<file path="config.mk">
export PLATFORM = sky130hd
export DESIGN_NAME = dm_responder
export DESIGN_NICKNAME = d
export VERILOG_FILES = /design/src/rtl/dm_responder_pkg.sv /design/src/rtl/dm_responder_ram.sv /design/src/rtl/dm_responder.sv
export SDC_FILE = /design/constraint.sdc
export NUM_CORES = 2
export LEC_CHECK = 0
export BUFFER_PORTS_ARGS = -buffer_cell sky130_fd_sc_hd__clkbuf_2
export CAP_MARGIN = 20
export CORE_UTILIZATION = 30
export DETAILED_ROUTE_END_ITERATION = 6
export SLEW_MARGIN = 20
export SYNTH_ARGS = -nofsm -noshare
export SYNTH_HDL_FRONTEND = slang
export SYNTH_HIERARCHICAL = 1
export SYNTH_SLANG_ARGS = --single-unit
</file>
<file path="constraint.sdc">
create_clock -name clk -period 5.15 [get_ports clk]
set_input_delay 1.03 -clock clk [delete_from_list [all_inputs] [get_ports clk]]
set_output_delay 1.03 -clock clk [all_outputs]
set_load 0.02 [all_outputs]
</file>
<file path="src/rtl/dm_responder_pkg.sv">
// Shared types and constants for the single-outstanding memory responder.
// The state enum, widths and the address check are used by every block.
package dm_responder_pkg;

   localparam int WORD_W = 32;
   localparam int CNT_W  = 4;

   typedef enum logic [1:0] {
      ST_IDLE = 2'd0,
      ST_WAIT = 2'd1,
      ST_RESP = 2'd2
   } state_t;

   // A request errors when it is not word aligned or its word index is past the array.
   function automatic logic addr_err(input logic [WORD_W-1:0] addr, input int depth);
      return (addr[1:0] != 2'b00) || (addr[WORD_W-1:2] >= (WORD_W-2)'(depth));
   endfunction

endpackage

</file>
<file path="src/rtl/dm_responder_ram.sv">
// Word-wide storage for dm_responder: synchronous write, asynchronous read.
// Contents survive reset so committed stores persist across a reset pulse.
module dm_responder_ram
   import dm_responder_pkg::*;
#(
   parameter int DEPTH_WORDS = 64,
   parameter int AW          = $clog2(DEPTH_WORDS)
) (
   input  logic              clk,
   input  logic              we,
   input  logic [AW-1:0]     waddr,
   input  logic [WORD_W-1:0] wdata,
   input  logic [AW-1:0]     raddr,
   output logic [WORD_W-1:0] rdata
);

   logic [WORD_W-1:0] mem [DEPTH_WORDS];

   // NOTE: the array has no reset branch on purpose; clearing it would need a
   // per-word write port and would erase data that must outlive a reset.
   always_ff @(posedge clk) begin
      if (we) begin
         mem[waddr] <= wdata;
      end
   end

   assign rdata = mem[raddr];

endmodule

</file>
<file path="src/rtl/dm_responder.sv">
// Single-outstanding load/store responder: IDLE accepts, WAIT burns LATENCY
// cycles, RESP holds the response until the initiator takes it.
module dm_responder
   import dm_responder_pkg::*;
#(
   parameter int DEPTH_WORDS = 64,
   parameter int LATENCY     = 2
) (
   input  logic              clk,
   input  logic              rst,
   input  logic              req_valid,
   output logic              req_ready,
   input  logic              req_write,
   input  logic [WORD_W-1:0] req_addr,
   input  logic [WORD_W-1:0] req_wdata,
   output logic              rsp_valid,
   input  logic              rsp_ready,
   output logic [WORD_W-1:0] rsp_rdata,
   output logic              rsp_err
);

   localparam int AW = $clog2(DEPTH_WORDS);
   localparam logic [CNT_W-1:0] CNT_LOAD = (LATENCY > 0) ? CNT_W'(LATENCY - 1) : '0;

   state_t            state_q, state_d;
   logic [CNT_W-1:0]  cnt_q, cnt_d;
   logic              write_q, write_d;
   logic [WORD_W-1:0] addr_q, addr_d;
   logic [WORD_W-1:0] wdata_q, wdata_d;
   logic              req_ready_q, req_ready_d;
   logic              rsp_valid_q, rsp_valid_d;
   logic [WORD_W-1:0] rsp_rdata_q, rsp_rdata_d;
   logic              rsp_err_q, rsp_err_d;

   logic              accept;
   logic              enter_resp;
   logic              cur_write;
   logic [WORD_W-1:0] cur_addr;
   logic [WORD_W-1:0] cur_wdata;
   logic              cur_err;
   logic [AW-1:0]     cur_idx;
   logic              ram_we;
   logic [WORD_W-1:0] ram_rdata;

   assign accept = (state_q == ST_IDLE) && req_valid && req_ready_q;

   // With LATENCY=0 the store commits on the accept edge itself, so the live
   // request is used there; otherwise the latched copy is.
   assign cur_write = accept ? req_write : write_q;
   assign cur_addr  = accept ? req_addr  : addr_q;
   assign cur_wdata = accept ? req_wdata : wdata_q;
   assign cur_err   = addr_err(cur_addr, DEPTH_WORDS);
   assign cur_idx   = cur_addr[AW+1:2];

   // NOTE: every signal assigned here gets a default first, so no path through
   // the case statement can leave one unassigned and infer a latch.
   always_comb begin
      state_d     = state_q;
      cnt_d       = cnt_q;
      write_d     = write_q;
      addr_d      = addr_q;
      wdata_d     = wdata_q;
      rsp_valid_d = rsp_valid_q;
      rsp_rdata_d = rsp_rdata_q;
      rsp_err_d   = rsp_err_q;

      case (state_q)
         ST_IDLE: begin
            if (accept) begin
               write_d = req_write;
               addr_d  = req_addr;
               wdata_d = req_wdata;
               if (LATENCY > 0) begin
                  state_d = ST_WAIT;
                  cnt_d   = CNT_LOAD;
               end else begin
                  state_d = ST_RESP;
               end
            end
         end
         ST_WAIT: begin
            if (cnt_q == '0) begin
               state_d = ST_RESP;
            end else begin
               cnt_d = cnt_q - 1'b1;
            end
         end
         ST_RESP: begin
            if (rsp_valid_q && rsp_ready) begin
               state_d     = ST_IDLE;
               rsp_valid_d = 1'b0;
               rsp_rdata_d = '0;
               rsp_err_d   = 1'b0;
            end
         end
         default: state_d = ST_IDLE;
      endcase

      enter_resp = (state_d == ST_RESP) && (state_q != ST_RESP);
      ram_we     = enter_resp && cur_write && !cur_err;
      if (enter_resp) begin
         rsp_valid_d = 1'b1;
         rsp_err_d   = cur_err;
         rsp_rdata_d = (!cur_write && !cur_err) ? ram_rdata : '0;
      end

      req_ready_d = (state_d == ST_IDLE);
   end

   // NOTE: all state updates use non-blocking assignment so every flop samples
   // the pre-edge values, independent of statement order.
   always_ff @(posedge clk or posedge rst) begin
      if (rst) begin
         state_q     <= ST_IDLE;
         cnt_q       <= '0;
         write_q     <= 1'b0;
         addr_q      <= '0;
         wdata_q     <= '0;
         req_ready_q <= 1'b0;
         rsp_valid_q <= 1'b0;
         rsp_rdata_q <= '0;
         rsp_err_q   <= 1'b0;
      end else begin
         state_q     <= state_d;
         cnt_q       <= cnt_d;
         write_q     <= write_d;
         addr_q      <= addr_d;
         wdata_q     <= wdata_d;
         req_ready_q <= req_ready_d;
         rsp_valid_q <= rsp_valid_d;
         rsp_rdata_q <= rsp_rdata_d;
         rsp_err_q   <= rsp_err_d;
      end
   end

   dm_responder_ram #(
      .DEPTH_WORDS (DEPTH_WORDS),
      .AW          (AW)
   ) u_ram (
      .clk   (clk),
      .we    (ram_we),
      .waddr (cur_idx),
      .wdata (cur_wdata),
      .raddr (cur_idx),
      .rdata (ram_rdata)
   );

   assign req_ready = req_ready_q;
   assign rsp_valid = rsp_valid_q;
   assign rsp_rdata = rsp_rdata_q;
   assign rsp_err   = rsp_err_q;

endmodule

</file>
Word level (Yosys, flattened, before mapping)
Memories as Yosys holds them, arrays and structs flattened.
Cells that the tools add are included.
{ "classes": {"n_addsub": 1, "n_lt_le_gt_ge": 1, "eq_ne": 6, "mux": 20, "n_reduce_logical": 19} }
{ "ops": {"columns": ["op", "n"], "rows": [
  ["2-to-1 mux 32 bit", 6],
  [">= comparator 30 x 7 -> 1 bit, second input constant", 1],
  ["2-to-1 mux 4 bit", 2],
  ["case mux 4 bit (2 select lines)", 1],
  ["nonzero test 2 bit", 4],
  ["logical AND 1 bit", 7],
  ["2-to-1 mux 1 bit", 7],
  ["2-to-1 mux 2 bit", 3],
  ["inequality test 2 bit, second input constant", 3],
  ["case mux 2 bit (3 select lines)", 1],
  ["equality test 2 bit, second input constant", 2],
  ["zero test 2 bit", 2],
  ["zero test 4 bit", 1],
  ["subtractor 4 x 1 -> 4 bit, second input constant", 1],
  ["AND reduction 3 bit", 1],
  ["equality test 2 x 1 -> 1 bit, second input constant", 1],
  ["zero test 1 bit", 2],
  ["AND reduction 2 bit", 1],
  ["logical OR 1 bit", 1]
]} }
{ "totals": {"register_bits": 106, "ram_bits": 2048, "input_bits": 69, "out_inout_bits": 35, "wordCells": 57, "n_memories": 1} }
{ "mem_list": {"columns": ["memory", "depth", "width", "read_ports", "rd_clocked_by_memory_dff", "wr", "line_no", "rtl"], "rows": [
  ["u_ram.mem", 64, 32, 1, 0, 1, "dm_responder_ram.sv:17", "logic [WORD_W-1:0] mem [DEPTH_WORDS];"]
]} }

Longest topological paths before layout
{ "depth": {"depth_word": 11, "mapped_depth": 16, "ltp_nobuf": 9} }

By module
Netlist, hierarchy kept.
{ "by_module_without_submodules": {"columns": ["mod", "n_inst", "cells_per_inst", "area_each_um2", "seq_area_each_um2"], "rows": [
  ["dm_responder_ram", 1, 3292, 77874.7, 61499.0],
  ["dm_responder", 1, 307, 4545.6, 2652.5]
]} }

Worst setup path before layout
Ideal clock, no wire load.
{ "synth_timing": {"path_kind": "input to register", "start": "input port req_valid", "end": "memory u_ram.mem[48][0], enable pin", "setup_time_ns": 0.461, "t_arrival_ns": 4.929, "required_ns": 4.689, "path_slack_ns": -0.240, "cell_stages": 9, "path_buffers": 4, "path_cell_list": "nor4bb_1 > buf_2 > buf_2 > buf_4 > mux2_2 > clkbuf_1 > nor2b_1 > nand4b_1 > nor3_1"} }
{ "synth_via": {"elab_cells_between_ends": 16, "cone_classes": "1 x order compare; 1 x eq/ne; 6 x mux; 8 x reduce/logical"} }
{ "synth_lines": {"columns": ["item", "line_no", "rtl"], "rows": [
  ["start: declaration", "dm_responder.sv:11", "input logic req_valid,"],
  ["logical AND 1 bit (*) (2 in a row)", "dm_responder.sv:45", "assign accept = (state_q == ST_IDLE) && req_valid && req_ready_q;"],
  ["2-to-1 mux 32 bit (*)", null, null],
  ["via cur_addr[5]", "dm_responder.sv:38", "logic [WORD_W-1:0] cur_addr;"],
  [">= comparator 30 x 7 -> 1 bit", "dm_responder_pkg.sv:16", "return (addr[1:0] != 2'b00) || (addr[WORD_W-1:2] >= (WORD_W-2)'(depth));"],
  ["logical OR 1 bit", "dm_responder_pkg.sv:16", null],
  ["zero test 1 bit", "dm_responder.sv:100", "ram_we = enter_resp && cur_write && !cur_err;"],
  ["logical AND 1 bit", "dm_responder.sv:100", null],
  ["2-to-1 mux 1 bit", "dm_responder_ram.sv:22", "if (we) begin"],
  ["2-to-1 mux 1 bit (implied by the code)", "dm_responder_ram.sv:23", "mem[waddr] <= wdata;"],
  ["end: declaration", "dm_responder_ram.sv:17", null]
]} }
Mark *: on every way through the listed nets, which the timed path passes. The rest lies on a longest branch.

Worst setup path after layout
{ "layout_timing": {"start": "register state_q[0]", "end": "register rsp_rdata_q[29] (netlist: rsp_rdata[29])"} }
{ "layout_via": {"elab_cells_between_ends": 26, "cone_classes": "1 x order compare; 4 x eq/ne; 8 x mux; 12 x reduce/logical; 1 x memory"} }
{ "layout_lines": {"columns": ["item", "line_no", "rtl"], "rows": [
  ["start: declaration", "dm_responder.sv:25", "state_t state_q, state_d;"],
  ["start signal: assignment", "dm_responder.sv:124", "state_q <= state_d;"],
  ["zero test 2 bit", "dm_responder.sv:45", null],
  ["logical AND 1 bit (2 in a row)", "dm_responder.sv:45", null],
  ["2-to-1 mux 32 bit", null, null],
  ["via cur_addr[2]", "dm_responder.sv:38", null],
  ["memory read (64 x 32 bit)", null, null],
  ["via ram_rdata[29]", "dm_responder.sv:43", "logic [WORD_W-1:0] ram_rdata;"],
  ["2-to-1 mux 32 bit", "dm_responder.sv:104", "rsp_rdata_d = (!cur_write && !cur_err) ? ram_rdata : '0;"],
  ["2-to-1 mux 32 bit", "dm_responder.sv:101", "if (enter_resp) begin"],
  ["end signal: assignment", "dm_responder.sv:131", "rsp_rdata_q <= rsp_rdata_d;"],
  ["end: declaration", "dm_responder.sv:32", "logic [WORD_W-1:0] rsp_rdata_q, rsp_rdata_d;"]
]} }
The timed path passes the listed nets, and every way through them passes these cells.
A chain may end at the register's enable or synchronous reset.

==> results.txt <==
The horizontal die dimension came out at 526 um. The remaining antenna violation count is 0. The total wire length after detailed routing came out at 213000 um. The post-cts sizing count came out at 0.

The initial antenna violation count came out at 7. Port buffering added 103 buffers. The critical path endpoint category is a register. At the end of the flow, the number of nets in the layout was 4026. The share of the Yosys chip area taken by registers is 77.8%. The worst ir drop on vdd came out at 474 uV. The number of nets handed over by synthesis was 3670.

The kind of launch point of the worst setup path is a register. Summed over all nets, the half-perimeter wirelength after detailed placement is 124000 um. The required time reported for the critical path endpoint is 5910 ps. The final number of max-transition violations was 0. Setup repair after global routing left no endpoint under its margin.

Counting both buffers and inverters, the worst setup path holds a total of 3. The worst register-to-register path begins at state_q[0]. The final setup slack of the worst path is 673 ps.

The tightest hold path in the finished design has a slack of 341 ps. After filler insertion, the fill cell instance count of the layout stands at 25.0k. The total power per unit cell area is 595 nW/um^2. The worst reg-to-reg path cell count is 10. The worst setup slack after placement came out at -67.4 ps. The Yosys warning count came out at 6. The number of post-CTS setup repair buffers came out at 0. The netlist area before placement came out at 82400 um^2.

The share of flip-flops with an asynchronous set or reset after synthesis is 4.92%. The mean instance size in the synthesized netlist came out at 22.9 um^2. In the final routed layout, each cell accounts on average for 27.5 um. The placeable core region came out at 273000 um^2.

The peak fanout along the critical path is 28. The utilization of the core after routing is 35.3%. TritonCTS built the clock tree.

The number of buffers inserted during clock tree synthesis is 212. The post-route DRC violation count is 0. The cell row count is 192. The flow ran to the end, and the final reports show no timing, DRC or antenna violations. The post-route cell area is 96600 um^2. The area growth from synthesis to final layout is 17.2%. Setup slack on the worst reg-to-reg path comes out at 670 ps. The commonest cells after synthesis are sky130_fd_sc_hd__edfxtp_1 (2048), sky130_fd_sc_hd__mux4_2 (544), sky130_fd_sc_hd__nor2_1 (142), sky130_fd_sc_hd__dfrtp_1 (106), sky130_fd_sc_hd__mux2i_1 (93).

In the post-synthesis netlist, the biggest area contributors are sky130_fd_sc_hd__edfxtp_1 (75%), sky130_fd_sc_hd__mux4_2 (15%), sky130_fd_sc_hd__dfrtp_1 (3.2%). The die covers 277000 um^2. Adding up every negative setup slack in the final design gives 0 ps. The first-pass detailed-route iteration total is 7. The root buffer cell chosen for the clock tree is sky130_fd_sc_hd__clkbuf_16. The proportion of netlist area held by the largest area contributor is 74.6%. In this run, distinct cell masters in the synthesized netlist total 48. sky130_fd_sc_hd__edfxtp_1 is the most common cell in the netlist. The clock input transition at the sequential cells of the worst setup and hold paths came out at 60 ps. The most used flip-flop cell after synthesis is sky130_fd_sc_hd__edfxtp_1. The endpoint identified for the worst register-to-register timing path is rsp_rdata[29]. The clock tree synthesis step divided the H-tree into 4 levels.

The via total after detailed routing came out at 39.5k. The maximum clock frequency is 0.223 GHz. The most area-hungry cell type in the Yosys netlist is sky130_fd_sc_hd__edfxtp_1. The clock tree skew after final layout is 55.2 ps. The synthesized instance count came out at 3599. The overall routing resource usage is 15.2%. The number of hold buffers added after cts is 0. The congestion estimate from routability-driven global placement came to 0.776. The shortest period the worst path allows came out at 4480 ps.

The share of post-route cells with drive strength above 1 came out at 32.9%. Among all stages on the critical path, the largest delay is contributed by sky130_fd_sc_hd__nor4bb_4. The worst-margin pin slew is 1180 ps. The via count of the first global-routing pass came out at 40.6k. The final worst-path cycle share is 86.9%.

The critical path is of the reg2reg type. The first global-routing pass estimated 304000 um of wire. The worst max-slew margin expressed relative to the limit came out at 21.5%. In this run the static leakage power is 30.3 nW. The signal on the critical path passes through nor4bb_4 > mux2_8 > buf_12 > buf_12 > buf_4 > mux4_2 > mux4_2 > o22ai_1 > nor2_1 > a22o_1. The starting utilization of the core area is 30.1%. The vias per cell came out at 5.11. The final hold violation count came out at 0. The data arrival time of the critical path came out at 5230 ps. The synthesized flop and latch total came out at 2154.

The floorplan step set the die height to 526 um. In this design, the stage delay of the slowest critical-path cell is 660 ps. Entering global routing, the biggest net connects 112 pins. The count of max-cap constraint violations came out at 0. The number of design-rule violations left by the first detailed-router iteration came out at 4472.

The count of placed standard cells including taps came out at 7330. The number of flops mapped to enable cells by yosys came out at 2048. Counting every sink on the clock net gives 2154. The global route total overflow came out at 0.

Counting along the longest clock path gives a buffer depth of 3. The I/O pin count came out at 104. In this run the cell area measured after placement is 89500 um^2. The tightest min-delay check is of the in2async type. The total chip power came out at 57.5 mW. The final non-filler cell total is 7733. The clock latency on the worst-skew pair is 870 ps. Setup violations remaining at the end of the flow were counted as 0. In this design, the largest share of critical-path delay is due to multiplexers.
worst max-delay path by stage:
stage / startpoint / end / slack, ps / depth (start not counted)
6_report: state_q[0] / rsp_rdata[29] / 670 / 10
5_1_grt: state_q[0] / rsp_rdata[29] / 470 / 10
4_1_cts: state_q[0] / rsp_rdata[29] / 660 / 10
3_5_place_dp: req_valid / rsp_rdata[29] / -70 / 11
3_3_place_gp: req_valid / rsp_rdata[29] / -10 / 11
2_1_floorplan: req_valid / u_ram/mem[39][0] / 320 / 9
sequential cells by signal, indices dropped and copies added, names as in the netlist:
register	flops
state_q	2
u_ram/mem	2048
rsp_valid	1
addr_q	32
wdata_q	32
rsp_rdata	32
write_q	1
rsp_err	1
req_ready	1
cnt_q	4
power by group:
| part | internal [mW] | switching, mW |
|---|---|---|
| logic | 7.50 | 11.7 |
| registers | 22.6 | 0.173 |
| clock network | 8.85 | 6.65 |
| total | 38.9 | 18.5 |
metal layers:
layer  vias to the layer above  track usage, %  part of all wire, %
met5                         -               0                    0
met4                         0            3.93                  2.1
met3                       262            2.25                  6.5
met2                      1514            25.9                   51
met1                     21700            20.4                   41
li1                      16000               -                    -
logic make-up (layout without fill, tap and decap cells):
logic type | after synthesis | in the layout | share of synthesized area [%]
multiplexers | 740 | 740 | 17.4
adder cells (fa/ha/maj) | 2 | 2 | 0.0304
AO/OA/AOI/OAI | 238 | 238 | 1.96
flip-flops | 2154 | 2154 | 77.8
buffers and inverters | 205 | 746 | 1.25
other | 0 | 4 | 0
XOR/XNOR | 2 | 2 | 0.0213
AND/OR/NAND/NOR | 258 | 258 | 1.50
cell type report:
class	count	area, um^2	area share, %
Sequential cell	2154	64200	66.4
Clock buffer	294	5820	6.02
Timing Repair Buffer	344	3060	3.17
Antenna cell	4	10.0	0.0104
Inverter	3	16.3	0.0168
Clock inverter	105	1210	1.25
Multi-Input combinational cell	1240	17800	18.5
Tap cell	3589	4490	4.65
layout by cell type (no fill, tap or decap), types with 5 or more instances in the layout:
cell type / n
sky130_fd_sc_hd__a21oi_1: 63
sky130_fd_sc_hd__a22o_1: 32
sky130_fd_sc_hd__a22oi_1: 12
sky130_fd_sc_hd__a311oi_1: 8
sky130_fd_sc_hd__buf_12: 59
sky130_fd_sc_hd__buf_4: 182
sky130_fd_sc_hd__bufinv_16: 18
sky130_fd_sc_hd__clkbuf_1: 63
sky130_fd_sc_hd__clkbuf_16: 214
sky130_fd_sc_hd__clkbuf_2: 103
sky130_fd_sc_hd__clkbuf_8: 16
sky130_fd_sc_hd__clkinv_1: 24
sky130_fd_sc_hd__clkinv_16: 7
sky130_fd_sc_hd__clkinv_2: 41
sky130_fd_sc_hd__clkinvlp_4: 6
sky130_fd_sc_hd__dfrtp_1: 106
sky130_fd_sc_hd__edfxtp_1: 2048
sky130_fd_sc_hd__inv_6: 5
sky130_fd_sc_hd__mux2_1: 18
sky130_fd_sc_hd__mux2_2: 73
sky130_fd_sc_hd__mux2_4: 8
sky130_fd_sc_hd__mux2i_1: 93
sky130_fd_sc_hd__mux4_2: 544
sky130_fd_sc_hd__nand2_1: 34
sky130_fd_sc_hd__nand2b_1: 7
sky130_fd_sc_hd__nand3_1: 8
sky130_fd_sc_hd__nand3b_1: 6
sky130_fd_sc_hd__nor2_1: 79
sky130_fd_sc_hd__nor2_4: 62
sky130_fd_sc_hd__nor2b_1: 16
sky130_fd_sc_hd__nor3_1: 7
sky130_fd_sc_hd__o221ai_1: 27
sky130_fd_sc_hd__o22ai_1: 84
worst reg2reg max path, stage by stage (launching register included):
cell	delay [ps]
sky130_fd_sc_hd__dfrtp_1	420
sky130_fd_sc_hd__nor4bb_4	660
sky130_fd_sc_hd__mux2_8	570
sky130_fd_sc_hd__buf_12	250
sky130_fd_sc_hd__buf_12	230
sky130_fd_sc_hd__buf_4	270
sky130_fd_sc_hd__mux4_2	520
sky130_fd_sc_hd__mux4_2	540
sky130_fd_sc_hd__o22ai_1	590
sky130_fd_sc_hd__nor2_1	110
sky130_fd_sc_hd__a22o_1	220
No activity file was read; power rests on OpenSTA's default activity.
